## src/rtl/ysyx_23060191_ifq_pkg.sv

```systemverilog
// Shared constants for the instruction fetch queue: datapath width and
// the occupancy value the queue returns to on reset or flush.
package ysyx_23060191_ifq_pkg;

  localparam int CPU_WIDTH = 32;
  localparam int COUNT_RST = 0;

endpackage

```

## src/rtl/ysyx_23060191_fifo_mem.sv

```systemverilog
// DEPTH x WIDTH register array with one synchronous write port and one
// asynchronous read port; contents are intentionally left unreset.
module ysyx_23060191_fifo_mem #(
  parameter int DEPTH = 4,
  parameter int WIDTH = 64
) (
  input  logic                     clk,
  input  logic                     we_i,
  input  logic [$clog2(DEPTH)-1:0] waddr_i,
  input  logic [WIDTH-1:0]         wdata_i,
  input  logic [$clog2(DEPTH)-1:0] raddr_i,
  output logic [WIDTH-1:0]         rdata_o
);

  logic [WIDTH-1:0] mem_q [DEPTH];

  always_ff @(posedge clk) begin
    if (we_i) begin
      mem_q[waddr_i] <= wdata_i;
    end
  end

  assign rdata_o = mem_q[raddr_i];

endmodule

```

## src/rtl/ysyx_23060191_ifq.sv

```systemverilog
// Instruction fetch queue between IFU and IDU: a small {pc, inst} FIFO with
// valid/ready on both sides and a flush that drops every in-flight entry.
module ysyx_23060191_ifq
  import ysyx_23060191_ifq_pkg::*;
#(
  parameter int CPU_WIDTH = ysyx_23060191_ifq_pkg::CPU_WIDTH,
  parameter int DEPTH     = 4
) (
  input  logic                       clk,
  input  logic                       rstn,
  input  logic                       flush,
  input  logic                       in_valid,
  output logic                       in_ready,
  input  logic [CPU_WIDTH-1:0]       in_pc,
  input  logic [CPU_WIDTH-1:0]       in_inst,
  output logic                       out_valid,
  input  logic                       out_ready,
  output logic [CPU_WIDTH-1:0]       out_pc,
  output logic [CPU_WIDTH-1:0]       out_inst,
  output logic [$clog2(DEPTH):0]     count
);

  localparam int AW = $clog2(DEPTH);
  localparam int PW = AW + 1;

  logic [PW-1:0] wptr_q, wptr_d;
  logic [PW-1:0] rptr_q, rptr_d;
  logic [PW-1:0] count_q, count_d;
  logic          full, empty, push, pop;
  logic [2*CPU_WIDTH-1:0] rdata;

  // The MSB of each pointer is a wrap bit, so equal indices mean empty when
  // the laps agree and full when they differ.
  assign empty = (wptr_q == rptr_q);
  assign full  = (wptr_q[AW-1:0] == rptr_q[AW-1:0]) && (wptr_q[AW] != rptr_q[AW]);

  assign in_ready  = ~full;
  assign out_valid = ~empty;
  assign push      = in_valid & in_ready & ~flush;
  assign pop       = out_valid & out_ready & ~flush;
  assign count     = count_q;

  always_comb begin
    wptr_d  = wptr_q;
    rptr_d  = rptr_q;
    count_d = count_q;
    if (flush) begin
      wptr_d  = '0;
      rptr_d  = '0;
      count_d = PW'(COUNT_RST);
    end else begin
      if (push) wptr_d = wptr_q + PW'(1);
      if (pop)  rptr_d = rptr_q + PW'(1);
      unique case ({push, pop})
        2'b10:   count_d = count_q + PW'(1);
        2'b01:   count_d = count_q - PW'(1);
        default: count_d = count_q;
      endcase
    end
  end

  always_ff @(posedge clk) begin
    if (rstn) begin
      wptr_q  <= '0;
      rptr_q  <= '0;
      count_q <= PW'(COUNT_RST);
    end else begin
      wptr_q  <= wptr_d;
      rptr_q  <= rptr_d;
      count_q <= count_d;
    end
  end

  ysyx_23060191_fifo_mem #(
    .DEPTH(DEPTH),
    .WIDTH(2 * CPU_WIDTH)
  ) u_mem (
    .clk     (clk),
    .we_i    (push & ~rstn),
    .waddr_i (wptr_q[AW-1:0]),
    .wdata_i ({in_pc, in_inst}),
    .raddr_i (rptr_q[AW-1:0]),
    .rdata_o (rdata)
  );

  assign out_pc   = rdata[2*CPU_WIDTH-1:CPU_WIDTH];
  assign out_inst = rdata[CPU_WIDTH-1:0];

`ifndef SYNTHESIS
  always_ff @(posedge clk) begin
    if (!rstn) begin
      assert (!(push && full));
      assert (!(pop && empty));
      assert (count_q <= PW'(DEPTH));
    end
  end
`endif

endmodule

```

## config.mk

```make
export PLATFORM = sky130hd
export DESIGN_NAME = ysyx_23060191_ifq
export DESIGN_NICKNAME = d
export VERILOG_FILES = /design/src/rtl/ysyx_23060191_ifq_pkg.sv /design/src/rtl/ysyx_23060191_fifo_mem.sv /design/src/rtl/ysyx_23060191_ifq.sv
export SDC_FILE = /design/constraint.sdc
export NUM_CORES = 1
export LEC_CHECK = 0
export CORE_ASPECT_RATIO = 1.2
export CORE_MARGIN = 2
export CORE_UTILIZATION = 49
export CTS_CLUSTER_SIZE = 40
export DETAILED_ROUTE_END_ITERATION = 10
export GPL_ROUTABILITY_DRIVEN = 0
export GPL_TIMING_DRIVEN = 0
export HOLD_SLACK_MARGIN = 0.02
export PLACE_DENSITY = 0.73
export SLEW_MARGIN = 5
export SYNTH_ARGS = -nofsm -noshare
export SYNTH_HDL_FRONTEND = slang
export SYNTH_HIERARCHICAL = 1
export SYNTH_SLANG_ARGS = --single-unit
export TNS_END_PERCENT = 5
```

## constraint.sdc

```tcl
create_clock -name clk -period 6.72 [get_ports clk]
set_input_delay 1.008 -clock clk [delete_from_list [all_inputs] [get_ports clk]]
set_output_delay 1.008 -clock clk [all_outputs]
set_load 0.05 [all_outputs]
```

==> results of run 1 <==
## final timing paths
| kind | slack [ns] | endpoint | cells after the start |
|---|---|---|---|
| setup / recovery | 2.95 | out_inst[16] | 4 |
| setup reg to reg | 3.96 | u_mem/mem_q[2][10] | 5 |
| hold / removal | 0.51 | count[2] | 2 |
| hold reg to reg | 0.51 | count[2] | 2 |
## critical path: stages, from the launching register on
cell and delay, ns:
sky130_fd_sc_hd__dfxtp_1 0.50, sky130_fd_sc_hd__clkbuf_2 0.32, sky130_fd_sc_hd__buf_2 0.34, sky130_fd_sc_hd__mux4_2 0.34, sky130_fd_sc_hd__clkdlybuf4s50_1 0.75
## layer usage
layer | GRT usage, % | up-vias
li1 | - | 2134
met3 | 3.76 | 25
met4 | 4.21 | 0
met1 | 22.6 | 2430
met5 | 0 | -
met2 | 28.8 | 130
## flip-flops by register name, summed over array words and instances, names as in the netlist
name,cells
u_mem/mem_q,256
count,3
rptr_q,3
wptr_q,3
## cell families after synthesis
family / after synthesis
flip-flops: 265
multiplexers: 64
AND/OR/NAND/NOR: 34
AO/OA/AOI/OAI: 21
buffers and inverters: 19
XOR/XNOR: 8
adder cells (fa/ha/maj): 4
## metrics by stage
step / worst slack [ns] / util, %
floorplan: 2.11 / -
global placement: -0.455 / 58.1
detailed placement: 3.14 / 58.9
CTS: 2.90 / 62.4
global route: 2.79 / 62.4
finish: 2.95 / 62.4
## cell type report
cell class	count	area, um^2
Timing Repair Buffer	145	1510
Antenna cell	1	2.50
Buffer	15	174
Multi-Input combinational cell	131	1940
Clock inverter	16	76.3
Inverter	4	15.0
Tap cell	265	332
Sequential cell	265	7870
Fill cell	1411	7550
Clock buffer	29	641
## report_power, final
group	switching (W)	total [W]	internal, W
Clock	0.000555	0.00124	0.000680
Sequential	0.00000682	0.00184	0.00183
Combinational	0.000143	0.000257	0.000114
Total	0.000705	0.00333	0.00263
## Yosys cell counts, types with 2 or more instances
| library cell | instances |
|---|---|
| sky130_fd_sc_hd__a211o_1 | 3 |
| sky130_fd_sc_hd__a21oi_1 | 6 |
| sky130_fd_sc_hd__a31oi_1 | 4 |
| sky130_fd_sc_hd__and3_1 | 4 |
| sky130_fd_sc_hd__and3b_1 | 2 |
| sky130_fd_sc_hd__buf_12 | 6 |
| sky130_fd_sc_hd__buf_2 | 6 |
| sky130_fd_sc_hd__dfxtp_1 | 9 |
| sky130_fd_sc_hd__edfxtp_1 | 256 |
| sky130_fd_sc_hd__ha_1 | 3 |
| sky130_fd_sc_hd__inv_1 | 4 |
| sky130_fd_sc_hd__mux4_1 | 4 |
| sky130_fd_sc_hd__mux4_2 | 60 |
| sky130_fd_sc_hd__nand2_1 | 6 |
| sky130_fd_sc_hd__nand2b_1 | 3 |
| sky130_fd_sc_hd__nand4_1 | 2 |
| sky130_fd_sc_hd__nor2_1 | 7 |
| sky130_fd_sc_hd__nor3b_1 | 2 |
| sky130_fd_sc_hd__o211ai_1 | 2 |
| sky130_fd_sc_hd__o22ai_1 | 2 |
| sky130_fd_sc_hd__o31ai_1 | 2 |
| sky130_fd_sc_hd__or2_2 | 2 |
| sky130_fd_sc_hd__or4b_1 | 2 |
| sky130_fd_sc_hd__xnor2_1 | 3 |
| sky130_fd_sc_hd__xor2_1 | 5 |
==> out/results.env, run 1 <==
CTS_TREE='yes'
ANTENNA_FOUND_INITIAL=1
DPL.HPWL_MM=11.2
FINAL_MAX_SLEW_VIOL_COUNT=0
TIMING.MAX_SLEW.REL_SLACK_PCT=58.5
FINAL_CELLS=871
CELL_AREA_AFTER_SYNTHESIS_UM2=9980
SYNTH.AREA.TOP_CELLS='sky130_fd_sc_hd__edfxtp_1 (77%), sky130_fd_sc_hd__mux4_2 (14%), sky130_fd_sc_hd__dfxtp_1 (1.8%), sky130_fd_sc_hd__buf_12 (1.2%), sky130_fd_sc_hd__mux4_1 (1.1%)'
CRITICAL_PATH_CLASS='flop to output pin'
DIE-WIDTH_UM=134
POST_SYNTH_ARST_SHARE_PCT=0
DETAILROUTE.VIA_COUNT=4719
SYNTH_LARGEST_TYPE_AREA_FRACTION_PCT=77.1
CLOCK-SINKS=265
H-TREE-DEPTH=1
PERIOD_MINUS_SLACK_NS=3.77
FINALSETUPVIOLCOUNT=0
HOLDCRITSTARTPOINT='count[2]'
CRITICAL_PATH.STARTPOINT_TYPE='flop'
SYNTH_COMPOUND_GATE_AREA_SHARE_PCT=1.39
MUXSHAREOFSYNTHAREA_PCT=14.6
ANT_NETS=0
PWR_DENSITY_CELL_nW_PER_UM2=265
PEAKVDDDROP_mV=0.216
DP_CELLS=825
WORSTPATHARRIVAL_NS=2.76
CRITPATHMAXFANOUT=10
DPL-INSTANCE-AREA_UM2=11800
START_UTIL_PCT=49.6
NUM-NETS-FINAL=660
ROUTED_WL_MM=18.0
GRT_PASS1_WL_MM=28.3
REG_TO_REG_STARTPOINT='wptr_q[0]'
CRITICAL_PATH_REQUIRED_NS=5.71
SYNTH.DISTINCT_CELLS=35
SYNTH-XOR-AREA-SHARE_PCT=0.702
CTS_SETUP_BUFFERS=0
TIMING.HOLD.WS_NS=0.510
CTS.HOLD.BUFFERS_ADDED=0
WORSTSETUPSTARTPOINT='rptr_q[1]'
MOSTFREQUENTLAYOUTCELL='sky130_fd_sc_hd__edfxtp_1'
POST-ROUTE-CELL-AREA_UM2=12600
DRT_FIRST_ITER_VIOLATIONS=257
RSZ_0062_RAISED_AFTER_GLOBAL_ROUTING='false'
SYN_TO_FINAL_GROWTH_PCT=25.9
FLOORPLAN.CORE_AREA_UM2=20100
CTS_ROOT_BUF='sky130_fd_sc_hd__clkbuf_16'
TIMING.MAX_CAP.VIOLATIONS=0
DESIGN_POWER_TOTAL_W=0.00333
LAYOUT-DRIVE-GT1-SHARE_PCT=20.5
GRT_OVERFLOW_TOTAL=0
HIGHEST-SIGNAL-LAYER='met4'
NUMPORTBUFFERS=137
CLKLATENCYLATEPIN_NS=0.51
COMBINATIONAL_FAMILY_WITH_THE_MOST_AREA_AFTER_SYNTHESIS='multiplexers'
CLK_PIN_SLEW_NS=0.06
TIMING.FMAX_GHz=0.265
FINALCLOCKSKEW_NS=0.0178
FINAL.SETUP.TNS_NS=0
CELLLEAKAGEPOWER_nW=3.95
POSTCTSRESIZEDCELLS=0
TOTAL_COUNT_OF_HOLD_CHECK_FAILURES_IN_THE_FINAL_REPORT=0
GLOBALROUTETOTALUTIL_PCT=17.0
RESULT_OF_THE_RUN='finished, final reports clean'
SYNTHADDERAREAFRAC_PCT=0.577
DRT_PRE_ANTENNA_ITERS=6
ROUTED-WL-MET2_MM=9.25
NUMBER_OF_ENABLE_FLIP_FLOP_CELLS_AFTER_SYNTHESIS=256
NUMBER_OF_BUFFERS_INSERTED_DURING_CLOCK_TREE_SYNTHESIS=25
WORSTHOLDPATHTYPE='flop to flop'
MAX_SLEW.WORST_PIN.SLEW_NS=0.622
CELL_ACCOUNTING_FOR_THE_MOST_SYNTHESIZED_AREA='sky130_fd_sc_hd__edfxtp_1'
TIMING.CRITICAL_PATH.TO_TYPE='output pin'
SYNTH-WARNING-COUNT=6
TOP_LEVEL_PORTS=138
GRT_MAX_DEGREE=36
DIEHEIGHT_UM=160
FIRST_GLOBAL_VIAS=5218
FINAL_MIN_PERIOD_OVER_CLOCK_PERIOD_PCT=56.1
FLOORPLAN.ROWS=57
ROUTEDLENGTHMET1_MM=7.38
SYNTHFLOPTYPE='sky130_fd_sc_hd__edfxtp_1'
DRC=0
YS_SEQ_ELEMENTS=265
DIEAREA_UM2=21500
CLK_PATH_BUF_DEPTH=3
SYNTH_NETS=488
ROUTE.MET3.WL_MM=1.03
POSTSYNTHCELLCOUNT=415
DRT-VIAS-PER-INSTANCE=5.42
POST_SYNTH_AND_OR_NAND_NOR_AREA_FRACTION_PCT=1.97
ROUTEDWLPERCELL_UM=20.6
AVGSYNTHCELLAREA_UM2=24.0
YS_SEQ_AREA_SHARE_PCT=78.9
MOST-COMMON-LAYOUT-CELLS='sky130_fd_sc_hd__edfxtp_1 (256), sky130_fd_sc_hd__clkdlybuf4s50_1 (137), sky130_fd_sc_hd__mux4_2 (60)'
Power figures use the tool's default switching activity.
==> run 2: changes to the inputs <==
Settings changed: CORE_UTILIZATION 49 to 54, PLACE_DENSITY 0.73 to 0.77.
Clock period 6.72 ns to 3.7 ns, I/O delays scaled along.
==> run 2 against run 1 <==
Effect of this change: setup slack got worse by 2.6 ns; hold slack gained 0.0043 ns; first-iteration DRC count grew 18%; wire length is 0.23% lower; critical path type unchanged; final cell count down 4.4%; sequential power increased by 82%; non-clock buffer count unchanged; clock-buffer cell count is 11 higher; combinational power is 83% higher; clock power grew 120%.
==> out/results.env, run 2 (synthesis gave the netlist of run 1 again) <==
RESULT_OF_THE_RUN='finished, final reports clean'
TIMING.CRITICAL_PATH.TO_TYPE='output pin'
PATH_CELLS='clkbuf_2 -> buf_2 -> mux4_2 -> clkdlybuf4s50_1'
DRT-VIAS-PER-INSTANCE=5.70
CELLLEAKAGEPOWER_nW=4.03
TIMING.MAX_CAP.VIOLATIONS=0
DETAILROUTE.VIA_COUNT=4750
DIEHEIGHT_UM=153
MOST-COMMON-LAYOUT-CELLS='sky130_fd_sc_hd__edfxtp_1 (256), sky130_fd_sc_hd__clkdlybuf4s50_1 (137), sky130_fd_sc_hd__mux4_2 (60)'
FINAL_MIN_PERIOD_OVER_CLOCK_PERIOD_PCT=90.6
PERIOD_MINUS_SLACK_NS=3.35
GLOBALROUTETOTALUTIL_PCT=18.8
LAYOUT.FILLER_CELLS=1094
CRITPATHMAXFANOUT=10
TIMING.CRITICAL_PATH.SLOWEST_STAGE_CELL='sky130_fd_sc_hd__clkdlybuf4s50_1'
CTS_ROOT_BUF='sky130_fd_sc_hd__clkbuf_16'
ANT_NETS=0
H-TREE-DEPTH=1
CRITPATHCAPTURE='out_inst[9]'
PEAKVDDDROP_mV=0.470
NUM-NETS-FINAL=661
GRT_MAX_DEGREE=47
PWR_DENSITY_CELL_nW_PER_UM2=511
RSZ_0062_RAISED_AFTER_GLOBAL_ROUTING='false'
CLOCK-SINKS=265
DIE-WIDTH_UM=128
TOP_LEVEL_PORTS=138
CTS_SETUP_BUFFERS=0
FINALCLOCKSKEW_NS=0.0188
FIRST_GLOBAL_VIAS=5145
DPL.HPWL_MM=11.2
DRT_FIRST_ITER_VIOLATIONS=303
START_UTIL_PCT=54.9
ROUTE.MET3.WL_UM=990
WORST_R2R_ENDPOINT='u_mem/mem_q[0][56]'
FINAL_CORE_UTIL_PCT=69.9
NUMBER_OF_BUFFERS_INSERTED_DURING_CLOCK_TREE_SYNTHESIS=26
RR_WORST_DEPTH=7
WORSTHOLDPATHTYPE='flop to flop'
GRT_OVERFLOW_TOTAL=0
CLK_PATH_BUF_DEPTH=3
REG_TO_REG_STARTPOINT='rptr_q[2]'
REG2REG_SETUP_SLACK_NS=0.95
TIMING.FMAX_GHz=0.298
DIEAREA_UM2=19600
POSTCTSRESIZEDCELLS=0
CLK_PIN_SLEW_NS=0.06
CRITICAL_PATH_REQUIRED_NS=3.14
FINALSETUPVIOLCOUNT=0
CLKLATENCYLATEPIN_NS=0.52
CRITICAL_PATH.STARTPOINT_TYPE='flop'
ANTENNA_FOUND_INITIAL=1
TOTAL_COUNT_OF_HOLD_CHECK_FAILURES_IN_THE_FINAL_REPORT=0
MAX_SLEW.WORST_PIN.SLEW_NS=0.679
ROUTEDLENGTHMET1_MM=7.28
NUMPORTBUFFERS=137
REGISTERS.TOP_BY_FF_COUNT='u_mem/mem_q'
CP_SLOWEST_STAGE_DELAY_NS=0.74
LARGEST_REGISTER_FFS=256
TIMING.MAX_SLEW.REL_SLACK_PCT=54.4
ROUTED-WL-MET2_MM=9.14
FINAL_MAX_SLEW_VIOL_COUNT=0
LAYOUT-DRIVE-GT1-SHARE_PCT=20.7
DRT_PRE_ANTENNA_ITERS=4
DRC=0
ROUTEDWLPERCELL_UM=21.5
GRT_PASS1_WL_MM=28.2
SYN_TO_FINAL_GROWTH_PCT=27.4
FLOORPLAN.ROWS=54
DPL-INSTANCE-AREA_UM2=11800
FLOORPLAN.CORE_AREA_UM2=18200
CTS_TREE='yes'
WORSTPATHARRIVAL_NS=2.80
WORSTSETUPSTARTPOINT='rptr_q[1]'
POST-ROUTE-CELL-AREA_UM2=12700
CRITICAL_PATH_CLASS='flop to output pin'
TIMING.HOLD.WS_NS=0.514
CTS.HOLD.BUFFERS_ADDED=0
HIGHEST-SIGNAL-LAYER='met4'
ROUTED_WL_MM=17.9
MOSTFREQUENTLAYOUTCELL='sky130_fd_sc_hd__edfxtp_1'
==> run 2: per-layer routing <==
metal | global-route usage, % | up-vias
met1 | 24.9 | 2452
met4 | 5.97 | 0
met2 | 31.7 | 141
met5 | 0 | -
met3 | 3.71 | 33
li1 | - | 2124
==> run 2: stage by stage <==
step	cells	setup WS [ns]	setup TNS (ns)	total power, W
after floorplan	415	0.417	0	0.00366
after global placement	776	-1.38	-317.55	0.00386
after detailed placement	784	0.563	0	0.00388
after CTS	832	0.314	0	0.00656
after global routing	832	0.227	0	0.00670
final	833	0.350	0	0.00650
==> run 2: cell type report <==
cell class	instances	area, um^2	area share, %
clock buffer	40	733	5.77
timing repair buffer	145	1540	12.1
sequential	265	7870	61.9
antenna	1	2.50	0.0197
inverter	4	15.0	0.118
tap	224	280	2.20
multi-input combinational	131	1940	15.3
buffer	15	174	1.37
clock inverter	8	155	1.22
==> run 2: worst max-delay path: cells and delay by family, from the launching register on <==
kind / cells / cell delay [ns]
buf+inv: 3 / 1.41
flops: 1 / 0.49
mux: 1 / 0.36
==> run 2: how the worst min path moves through the flow <==
stage / to / startpoint / depth (start not counted) / slack (ns)
final: count[2] / count[2] / 2 / 0.51
after global routing: count[2] / count[2] / 2 / 0.56
after CTS: count[2] / count[2] / 2 / 0.52
after detailed placement: count[2] / count[2] / 2 / 0.51
after global placement: count[2] / count[2] / 2 / 0.48
after floorplan: rptr_q[2] / rptr_q[2] / 2 / 0.50
==> run 2: power breakdown <==
group,internal (W),total (W),switching [W]
clock network,0.00165,0.00269,0.00104
logic,0.000208,0.000470,0.000262
registers,0.00333,0.00334,0.0000121
total,0.00518,0.00650,0.00132
